$ cat src/rtl/egg_timer_sequencer.sv
// ============================================================================
// egg_timer_sequencer
// ----------------------------------------------------------------------------
// This is the countdown datapath for the egg timer. It sits between the
// controller FSM and the 7-segment/LED drivers. It works from the 3-bit
// controller state and does four jobs:
//   - loads minutes and seconds (BCD) from the switches, clamping bad values;
//   - counts down at 1 Hz while the controller is in TIMER;
//   - produces the 0.5 s cadence (half_tick) for the flash states;
//   - reports expiry (done) so the controller can leave TIMER.
//
// Optional feature macro: EGG_TIMER_PAUSE_EN
//   When this macro is defined, the design gets a synchronous active-high
//   `pause` input. While the state is TIMER and pause is high, the prescaler,
//   the half-phase and the count all freeze.
//
// Parameters
//   CLK_HZ   input clock frequency; one half-second is CLK_HZ/2 cycles
//   MAX_MIN  BCD ceiling for the minutes load (the seconds ceiling is 8'h59)
//
// Ports
//   clk        in   1  system clock, rising edge
//   reset_n    in   1  asynchronous active-low reset
//   state      in   3  controller state encoding (see state_e)
//   set_val    in   8  two BCD digits {tens,units} from the switches
//   pause      in   1  (EGG_TIMER_PAUSE_EN only) freeze the countdown in TIMER
//   min_bcd    out  8  current minutes, BCD (registered)
//   sec_bcd    out  8  current seconds, BCD (registered)
//   half_tick  out  1  one-cycle pulse each time the prescaler wraps
//   done       out  1  high while in TIMER with the count at 00:00
//   flash_led  out  1  LED drive, high only in FLASH_ON (registered)
// ============================================================================
module egg_timer_sequencer #(
    parameter int          CLK_HZ  = 50_000_000,
    parameter logic [7:0]  MAX_MIN = 8'h99
) (
    input  logic        clk,
    input  logic        reset_n,
    input  logic [2:0]  state,
    input  logic [7:0]  set_val,
`ifdef EGG_TIMER_PAUSE_EN
    input  logic        pause,
`endif
    output logic [7:0]  min_bcd,
    output logic [7:0]  sec_bcd,
    output logic        half_tick,
    output logic        done,
    output logic        flash_led
);

    // Controller state encodings. All eight codes are defined.
    typedef enum logic [2:0] {
        ST_SET_SEC     = 3'd0,
        ST_SET_MIN     = 3'd1,
        ST_TIMER       = 3'd2,
        ST_READY       = 3'd3,
        ST_RESET       = 3'd4,
        ST_FLASH_ON    = 3'd5,
        ST_FLASH_OFF   = 3'd6,
        ST_SETTING_MIN = 3'd7
    } state_e;

    localparam int          HALF     = CLK_HZ / 2;
    localparam int          PW       = (HALF > 1) ? $clog2(HALF) : 1;
    localparam logic [PW-1:0] HALF_MAX = PW'(HALF - 1);
    localparam logic [7:0]  SEC_CEIL = 8'h59;

    // Clamp a two-digit switch value to a BCD ceiling. A value is clamped if
    // either nibble is not a decimal digit, or if the value is above the ceiling.
    function automatic logic [7:0] sanitize(input logic [7:0] v, input logic [7:0] ceil);
        logic [7:0] r;
        if ((v[7:4] > 4'd9) || (v[3:0] > 4'd9) || (v > ceil)) begin
            r = ceil;
        end else begin
            r = v;
        end
        return r;
    endfunction

    // Two-digit BCD decrement. Callers only use it on non-zero values.
    function automatic logic [7:0] bcd_dec(input logic [7:0] v);
        logic [7:0] r;
        if (v[3:0] == 4'd0) begin
            r = {v[7:4] - 4'd1, 4'd9};
        end else begin
            r = {v[7:4], v[3:0] - 4'd1};
        end
        return r;
    endfunction

    state_e         st_s;
    logic           run_s;
    logic           freeze_s;
    logic           tick_s;
    logic           second_s;
    logic           done_s;

    logic [PW-1:0]  presc_q, presc_d;
    logic           phase_q, phase_d;
    logic [7:0]     min_q,   min_d;
    logic [7:0]     sec_q,   sec_d;
    logic           flash_q, flash_d;

    // Decode the state and derive the prescaler strobes.
    always_comb begin
        st_s = state_e'(state);
        case (st_s)
            ST_TIMER, ST_FLASH_ON, ST_FLASH_OFF: run_s = 1'b1;
            default:                             run_s = 1'b0;
        endcase
`ifdef EGG_TIMER_PAUSE_EN
        freeze_s = (st_s == ST_TIMER) && pause;
`else
        freeze_s = 1'b0;
`endif
        tick_s   = run_s && !freeze_s && (presc_q == HALF_MAX);
        // The second edge is every other half tick, at the end of the second half.
        second_s = tick_s && phase_q;
    end

    // Half-second prescaler and half-phase. Both return to zero whenever the
    // prescaler stops, so each new TIMER entry starts on a whole-second boundary.
    always_comb begin
        presc_d = presc_q;
        phase_d = phase_q;
        if (!run_s) begin
            presc_d = {PW{1'b0}};
            phase_d = 1'b0;
        end else if (freeze_s) begin
            presc_d = presc_q;
            phase_d = phase_q;
        end else if (tick_s) begin
            presc_d = {PW{1'b0}};
            phase_d = ~phase_q;
        end else begin
            presc_d = presc_q + PW'(1);
            phase_d = phase_q;
        end
    end

    // Next-count logic: load from the switches, count down, or clear.
    always_comb begin
        min_d = min_q;
        sec_d = sec_q;
        case (st_s)
            ST_RESET: begin
                min_d = 8'h00;
                sec_d = 8'h00;
            end
            ST_SET_SEC: begin
                sec_d = sanitize(set_val, SEC_CEIL);
            end
            ST_SET_MIN: begin
                min_d = sanitize(set_val, MAX_MIN);
            end
            ST_TIMER: begin
                if (second_s) begin
                    if (sec_q != 8'h00) begin
                        sec_d = bcd_dec(sec_q);
                    end else if (min_q != 8'h00) begin
                        sec_d = SEC_CEIL;
                        min_d = bcd_dec(min_q);
                    end else begin
                        // Stay at 00:00; the count never wraps.
                        sec_d = sec_q;
                        min_d = min_q;
                    end
                end else begin
                    sec_d = sec_q;
                    min_d = min_q;
                end
            end
            ST_FLASH_ON, ST_FLASH_OFF: begin
                // The flash states only follow expiry, so the count is 00:00 here.
                min_d = 8'h00;
                sec_d = 8'h00;
            end
            default: begin
                min_d = min_q;
                sec_d = sec_q;
            end
        endcase
        flash_d = (st_s == ST_FLASH_ON);
    end

    // Expiry flag. It is taken straight from the count registers so it asserts
    // in the same cycle that 00:00 appears. It is also held low while reset
    // is asserted.
    always_comb begin
        done_s = reset_n && (st_s == ST_TIMER) && (min_q == 8'h00) && (sec_q == 8'h00);
    end

    // State registers for the sequencer.
    always_ff @(posedge clk or negedge reset_n) begin
        if (!reset_n) begin
            presc_q <= {PW{1'b0}};
            phase_q <= 1'b0;
            min_q   <= 8'h00;
            sec_q   <= 8'h00;
            flash_q <= 1'b0;
        end else begin
            presc_q <= presc_d;
            phase_q <= phase_d;
            min_q   <= min_d;
            sec_q   <= sec_d;
            flash_q <= flash_d;
        end
    end

    assign min_bcd   = min_q;
    assign sec_bcd   = sec_q;
    assign half_tick = tick_s;
    assign done      = done_s;
    assign flash_led = flash_q;

endmodule

$ cat config.mk
export PLATFORM = sky130hd
export DESIGN_NAME = egg_timer_sequencer
export DESIGN_NICKNAME = d
export VERILOG_FILES = /design/src/rtl/egg_timer_sequencer.sv
export SDC_FILE = /design/constraint.sdc
export NUM_CORES = 1
export LEC_CHECK = 0
export BUFFER_PORTS_ARGS = -buffer_cell sky130_fd_sc_hd__clkbuf_2
export CAP_MARGIN = 20
export CORE_UTILIZATION = 53
export CTS_CLUSTER_DIAMETER = 60
export DETAILED_ROUTE_END_ITERATION = 7
export PLACE_DENSITY = 0.76
export REMOVE_ABC_BUFFERS = 1
export SLEW_MARGIN = 20
export SYNTH_ARGS = -nofsm -noshare
export SYNTH_HDL_FRONTEND = slang
export SYNTH_SLANG_ARGS = --single-unit
$ cat constraint.sdc
create_clock -name clk -period 1.9 [get_ports clk]
set_clock_uncertainty 0.05 [all_clocks]
set_input_delay 0.095 -clock clk [delete_from_list [all_inputs] [get_ports clk]]
set_output_delay 0.095 -clock clk [all_outputs]
set_load 0.02 [all_outputs]
==> summary.txt, run 1 <==
Max Freq: 0.417 GHz
RSZ-0062 raised after global routing: true
Critical-path top delay cell: o22ai_1
Final Total Pwr: 2.99 mW
WS Path Type: reg2reg
Post-synth EDFFs: 0
cell area after layout: 0.00454 mm^2
Final Non-Filler Cells: 519
crit-path max FO: 4
pin count of the biggest net entering global routing: 44
Final Setup Violations: 44
Max-Cap Viols: 0
via count: 3709
nets@finish: 471
met3 GRT Util: 0.119
area grow syn2layout: 68.6%
post-synth cell types: 56
VDD IR max: 605 uV
met2 Use GR: 0.688
Worst-path clk slew: 0.10 ns
htree depth: 2
Netlist Area Pre-Place: 0.00270 mm^2
register bit total from synthesis: 43
area post-placement: 0.00349 mm^2
Num Clock Sinks: 43
clock root cell: clkbuf_8
# IOs: 32
WHS: 0.0956 ns
DR vias/cell: 7.15
Worst EP arrival: 2.61 ns
Placer Congestion: 0.875
clk_lat worst skew: 0.33 ns
final hold violation count: 0
Mean Syn Cell Area: 9.07 um^2
placed instance count: 465
initial core utilization: 0.559
global-route wire length before repair: 17000 um
Crit. End Element: register
outcome: finished, violations left
row count: 25
Initial DRC Count: 809
initial antenna violation count: 0
post-route setup TNS: -16.11 ns
worst setup margin: -0.498 ns
Worst Path Buf+Inv: 3
die height: 73.3 um
area share of the largest cell type after synthesis: 0.399
CP max stage delay: 0.67 ns
GRT Residual Overflow: 0
Final Slew Violations: 0
Synth area leader: dfrtp_1
Critical Path, Cell by Cell: inv_2 -> ha_4 -> buf_4 -> nor3b_2 -> buf_4 -> nor2_1 -> o22ai_1 -> mux2_4
fraction of registers with async set/reset: 1.00
CTS tree: done
DRC: 35
Die W: 73.3 um
number of diodes: 0
overall routed net length: 14500 um
Overall Global Routing Usage: 0.435
worst-margin pin slew: 1.21 ns
GRT Max-Usage Layer: met2
Antenna Nets Post-Route: 0
hold crit path type: in2reg
TritonCTS Buffers: 5
wire per inst: 27.8 um
min Tclk post-route: 2.40 ns
YS warnings: 0
Syn Inst Count: 297
failing checks: DRC, setup timing
final HPWL from detailed placement: 5240 um
met1 GRT Util: 0.525
total core area: 0.00482 mm^2
Final Core Density: 0.943
share of layout cells above drive strength 1: 0.538
CP delay by family, top: compound AO/OA/AOI/OAI gates
vias in the first global route: 3347
Cell Pwr Density: 658 mW/mm^2
Worst Path Required: 2.12 ns
final period utilization: 1.26
Setup crit start kind: register
die area: 0.00537 mm^2
max_slew headroom: 0.182
sequential area share after synthesis: 0.399
Clock Tree Buf Depth: 2
P_leak: 2.03 nW
port buffer count: 31
First-pass DRT Iterations: 8
pre-CTS WS: -0.276 ns
Top FF cell, synth: dfrtp_1
crit-path most repeated cell: buf_4
# fillers: 141
ranking of synthesized cells by area: dfrtp_1 40%, nor2_1 7.0%, xnor2_1 5.8%
==> cells in the mapped netlist (all sizes together), types with 2 or more instances <==
| master | count |
|---|---|
| dfrtp | 43 |
| xor2 | 5 |
| inv | 15 |
| xnor2 | 18 |
| nor2b | 2 |
| o2bb2ai | 2 |
| or3 | 4 |
| o21ai | 9 |
| a21oi | 10 |
| mux2i | 3 |
| o21a | 4 |
| o31ai | 3 |
| nand3 | 11 |
| nor4 | 5 |
| and3 | 4 |
| nor4bb | 2 |
| and2 | 2 |
| nand2 | 18 |
| nand4 | 8 |
| nand2b | 2 |
| and4 | 3 |
| o31a | 2 |
| nor3 | 15 |
| nor3b | 4 |
| or3b | 5 |
| ha | 7 |
| clkbuf | 5 |
| buf | 4 |
| o22ai | 7 |
| o211a | 2 |
| nor2 | 50 |
| mux2 | 8 |
==> sequential cells by signal (all words and copies together) (netlist names) <==
name / flops
sec_bcd: 8
phase_q: 1
min_bcd: 8
flash_led: 1
presc_q: 25
==> worst paths after layout <==
check / from / end / slack (ns) / depth (start not counted)
max in group asynchronous: reset_n / sec_bcd[7] / 0.97 / 3
min: set_val[1] / min_bcd[1] / 0.1 / 3
max: min_bcd[1] / min_bcd[0] / -0.50 / 8
min in group asynchronous: reset_n / presc_q[11] / 0.43 / 3
min reg2reg: sec_bcd[4] / sec_bcd[4] / 0.61 / 2
max reg2reg: min_bcd[1] / min_bcd[0] / -0.50 / 8
==> cell usage in the layout (no fill, tap or decap), types with 3 or more instances in the layout <==
master / count
nor3b_2: 3
nor2_1: 26
nand2_1: 15
ha_4: 3
clkbuf_8: 7
o22ai_1: 6
xnor2_1: 17
inv_2: 6
ha_1: 3
buf_4: 97
xor2_1: 5
mux2_4: 8
o21a_1: 3
nor3_1: 13
or3b_4: 3
dfrtp_1: 43
nand4_1: 8
buf_16: 3
o21ai_0: 8
buf_6: 24
a21oi_1: 9
inv_1: 9
clkbuf_2: 29
nor2_4: 23
or3_1: 3
nand3_1: 10
==> power breakdown <==
group          switching, mW  total [mW]  internal [mW]
logic                  0.695        1.28          0.589
registers             0.0507        1.02          0.966
clock network          0.392       0.690          0.298
==> worst min-delay path, delay by kind of cell <==
family                 cells  cell delay, ns
muxes                      1            0.07
AOI/OAI and AO/OA          1            0.14
buffers and inverters      1            0.13
==> timing repair <==
item,in CTS,in global routing
endpoints found under the hold margin,43,0
setup endpoints to repair,43,44
hold buffers,1,0
pin swaps,22,33
setup buffers,35,10
cloned,3,0
gates resized for setup,65,74
==> final cells by class <==
class	count	area (um^2)	area share
Clock buffer	6	82.6	0.0182
Clock inverter	2	16.3	0.00358
Inverter	15	56.3	0.0124
Multi-Input combinational cell	230	1960	0.431
Sequential cell	43	1080	0.237
Tap cell	67	83.8	0.0184
Timing Repair Buffer	156	1270	0.279
==> cells by family (layout without fill, tap and decap cells) <==
family,after synthesis,count (layout),synth area share
simple gates,139,139,0.266
compound gates,50,50,0.142
flops,43,43,0.399
buf+inv,24,179,0.0376
xor+xnor,23,23,0.0747
mux,11,11,0.0474
fa+ha+maj,7,7,0.0325
==> per-layer routing <==
| layer | part of all wire | up-vias |
|---|---|---|
| met5 | 0.0041 | - |
| met4 | 0.10 | 2 |
| met3 | 0.15 | 193 |
| met2 | 0.42 | 480 |
| met1 | 0.32 | 1662 |
| li1 | - | 1372 |
No activity file was read; power rests on OpenSTA's default activity.
==> run 2, diff against run 1 <==
--- a/config.mk
+++ b/config.mk
@@ -7,10 +7,11 @@
 export LEC_CHECK = 0
 export BUFFER_PORTS_ARGS = -buffer_cell sky130_fd_sc_hd__clkbuf_2
 export CAP_MARGIN = 20
-export CORE_UTILIZATION = 53
+export CORE_UTILIZATION = 55
+export CTS_BUF_LIST = sky130_fd_sc_hd__clkbuf_8
 export CTS_CLUSTER_DIAMETER = 60
 export DETAILED_ROUTE_END_ITERATION = 7
-export PLACE_DENSITY = 0.76
+export PLACE_DENSITY = 0.79
 export REMOVE_ABC_BUFFERS = 1
 export SLEW_MARGIN = 20
 export SYNTH_ARGS = -nofsm -noshare
==> run 2 against run 1 <==
Effect of this change:
- the flow finishes with violations (setup timing)
- hold slack better by 0.027 ns
- maximum frequency up 3.1%
- first-iteration DRC count down 33%
- via count down 7.0%
- critical endpoint is now min_bcd[6]
- largest power group unchanged
- highest routed layer is now met4
==> summary.txt, run 2 (synthesis results as in run 1) <==
Sw Ratio: 0.362 (-0.0187)
nets@finish: 452 (-4.0%)
failing checks: setup timing
Worst Path Buf+Inv: 3 (unchanged)
initial core utilization: 0.571 (+0.0111)
clk_lat worst skew: 0.31 ns (-0.02 ns)
final hold violation count: 0 (unchanged)
wire per inst: 24.4 um (-12%)
Clock power frac: 0.222 (-0.009)
via count: 3448 (-7.0%)
hold path cells: 3 (unchanged)
Setup crit start kind: register
First-pass DRT Iterations: 6 (-2)
area grow syn2layout: 56.2%
htree depth: 2 (unchanged)
DRC: 0 (-100%)
DR vias/cell: 6.90 (-3.5%)
Max Freq: 0.430 GHz (+3.1%)
Cell Pwr Density: 644 mW/mm^2 (-2.2%)
Critical Path, Cell by Cell: inv_2 -> ha_4 -> nor3b_1 -> buf_4 -> nand4_1 -> buf_4 -> o31ai_1 -> o22ai_2
Num Clock Sinks: 43 (unchanged)
crit-path most repeated cell: buf_4
Reg2Reg Launch Point: sec_bcd[5]
RSZ-0062 raised after global routing: true
vias in the first global route: 3158 (-5.6%)
row count: 25 (unchanged)
FF-to-FF path depth: 8 (unchanged)
max_slew headroom: 0.329 (+0.147)
pin count of the biggest net entering global routing: 44 (unchanged)
min Tclk post-route: 2.33 ns (-0.0728 ns)
worst-margin pin slew: 0.996 ns (-0.218 ns)
total core area: 0.00472 mm^2 (-1.9%)
Crit. End Element: register
register share of total power: 0.373 (+0.033)
number of diodes: 0 (unchanged)
initial antenna violation count: 0 (unchanged)
commonest non-fill, non-tap cell in the layout: buf_4
P_leak: 1.87 nW (-8.2%)
global-route wire length before repair: 15300 um (-10%)
Overall Global Routing Usage: 0.388 (-0.0471)
CTS tree: done
Max-Cap Viols: 0 (unchanged)
R2R setup slack: -0.43 ns (+0.07 ns)
Final Setup Violations: 44 (unchanged)
Critical R2R Capture: min_bcd[6]
port buffer count: 31 (unchanged)
Placer Congestion: 0.954 (+9.1%)
number of flip-flops in the largest register: 25 (unchanged)
Logic pwr share: 0.405 (-0.024)
die height: 72 um (-1.8%)
final period utilization: 1.22 (-0.0383)
NetSw: 0.981 mW (-14%)
TritonCTS Buffers: 5 (unchanged)
clock root cell: clkbuf_8
GRT Residual Overflow: 0 (unchanged)
pre-CTS WS: -0.356 ns (-0.0805 ns)
CP max stage delay: 0.40 ns (-0.27 ns)
most frequent cells in the layout: 93 x buf_4, 43 x dfrtp_1, 29 x clkbuf_2
CP delay by family, top: simple AND/OR/NAND/NOR gates
Hold Crit Endpoint: sec_bcd[1]
overall routed net length: 12200 um (-16%)
die area: 0.00518 mm^2 (-3.5%)
outcome: finished, violations left
Hold Crit Start: set_val[1]
internal power: 1.73 mW (-6.6%)
Clock Tree Buf Depth: 2 (unchanged)
# IOs: 32 (unchanged)
final HPWL from detailed placement: 5370 um (+2.5%)
Critical-path top delay cell: dfrtp_1
share of layout cells above drive strength 1: 0.510 (-0.0272)
WS Path Type: reg2reg
Worst Setup SP: sec_bcd[5]
Antenna Nets Post-Route: 0 (unchanged)
Final Slew Violations: 0 (unchanged)
Die W: 72 um (-1.8%)
Top reg by flops: presc_q
Worst Path Required: 2.04 ns (-0.08 ns)
Worst-path clk slew: 0.09 ns (about the same)
hold crit path type: in2reg
crit-path max FO: 3 (-1)
worst setup margin: -0.426 ns (+0.0728 ns)
Initial DRC Count: 542 (-33%)
VDD IR max: 598 uV (-1.1%)
Final Core Density: 0.891 (-0.0520)
Worst EP arrival: 2.47 ns (-0.14 ns)
[run 2: metal layers]
layer	part of all wire	track usage	vias to the layer above
li1	-	-	1336
met1	0.35	0.467	1605
met2	0.45	0.612	373
met3	0.12	0.0986	134
met4	0.084	0.266	0
met5	0	0	-
[run 2: what timing repair did]
item                                    CTS  global route
hold endpoints to repair                 43             0
endpoints found under the setup margin   44            44
pin swaps                                37            11
resized for setup                        81            36
hold buffers                              1             0
gates cloned                              2             0
setup buffers                            14            13
[run 2: how the worst max path moves through the flow]
stage               slack [ns]  depth (start not counted)         end
global route             -0.55                          8  min_bcd[7]
floorplan                -0.35                          7  sec_bcd[4]
CTS                      -0.27                          8        done
finish                   -0.43                          8  min_bcd[6]
global placement         -0.26                          7  sec_bcd[5]
detailed placement       -0.36                          7  sec_bcd[6]
[run 2: cell type report]
type	count	area, um^2
clock inverter	3	16.3
timing repair buffer	137	1040
clock buffer	5	68.8
tap	67	83.8
fill	193	513
inverter	15	56.3
multi-input combinational	230	1870
sequential	43	1080
[run 2: power by group through the flow]
stage	sequential [mW]	combinational, mW	clock (mW)
6_report	1.01	1.10	0.602
5_1_grt	1.02	1.14	0.619
4_1_cts	1.00	0.914	0.595
3_5_place_dp	1.02	0.781	0
3_3_place_gp	1.01	0.751	0
2_1_floorplan	1.10	0.311	0
[run 2: worst register-to-register path, cell delays in order (launching register included)]
cell and delay, ns:
dfrtp_1 0.40, inv_2 0.09, ha_4 0.14, nor3b_1 0.34, buf_4 0.22, nand4_1 0.25
buf_4 0.24, o31ai_1 0.36, o22ai_2 0.13
[run 2: through the flow]
stage	cells	power, mW	hold WS (ns)	area (um^2)	setup TNS (ns)
finish	500	2.71	0.122	4210	-13.57
global route	500	2.77	0.126	4210	-15.41
CTS	488	2.51	0.0725	3990	-4.41
detailed placement	463	1.80	0.182	3470	-8.69
global placement	463	1.76	0.188	3470	-5.00
floorplan	288	1.41	-0.251	2650	-8.25
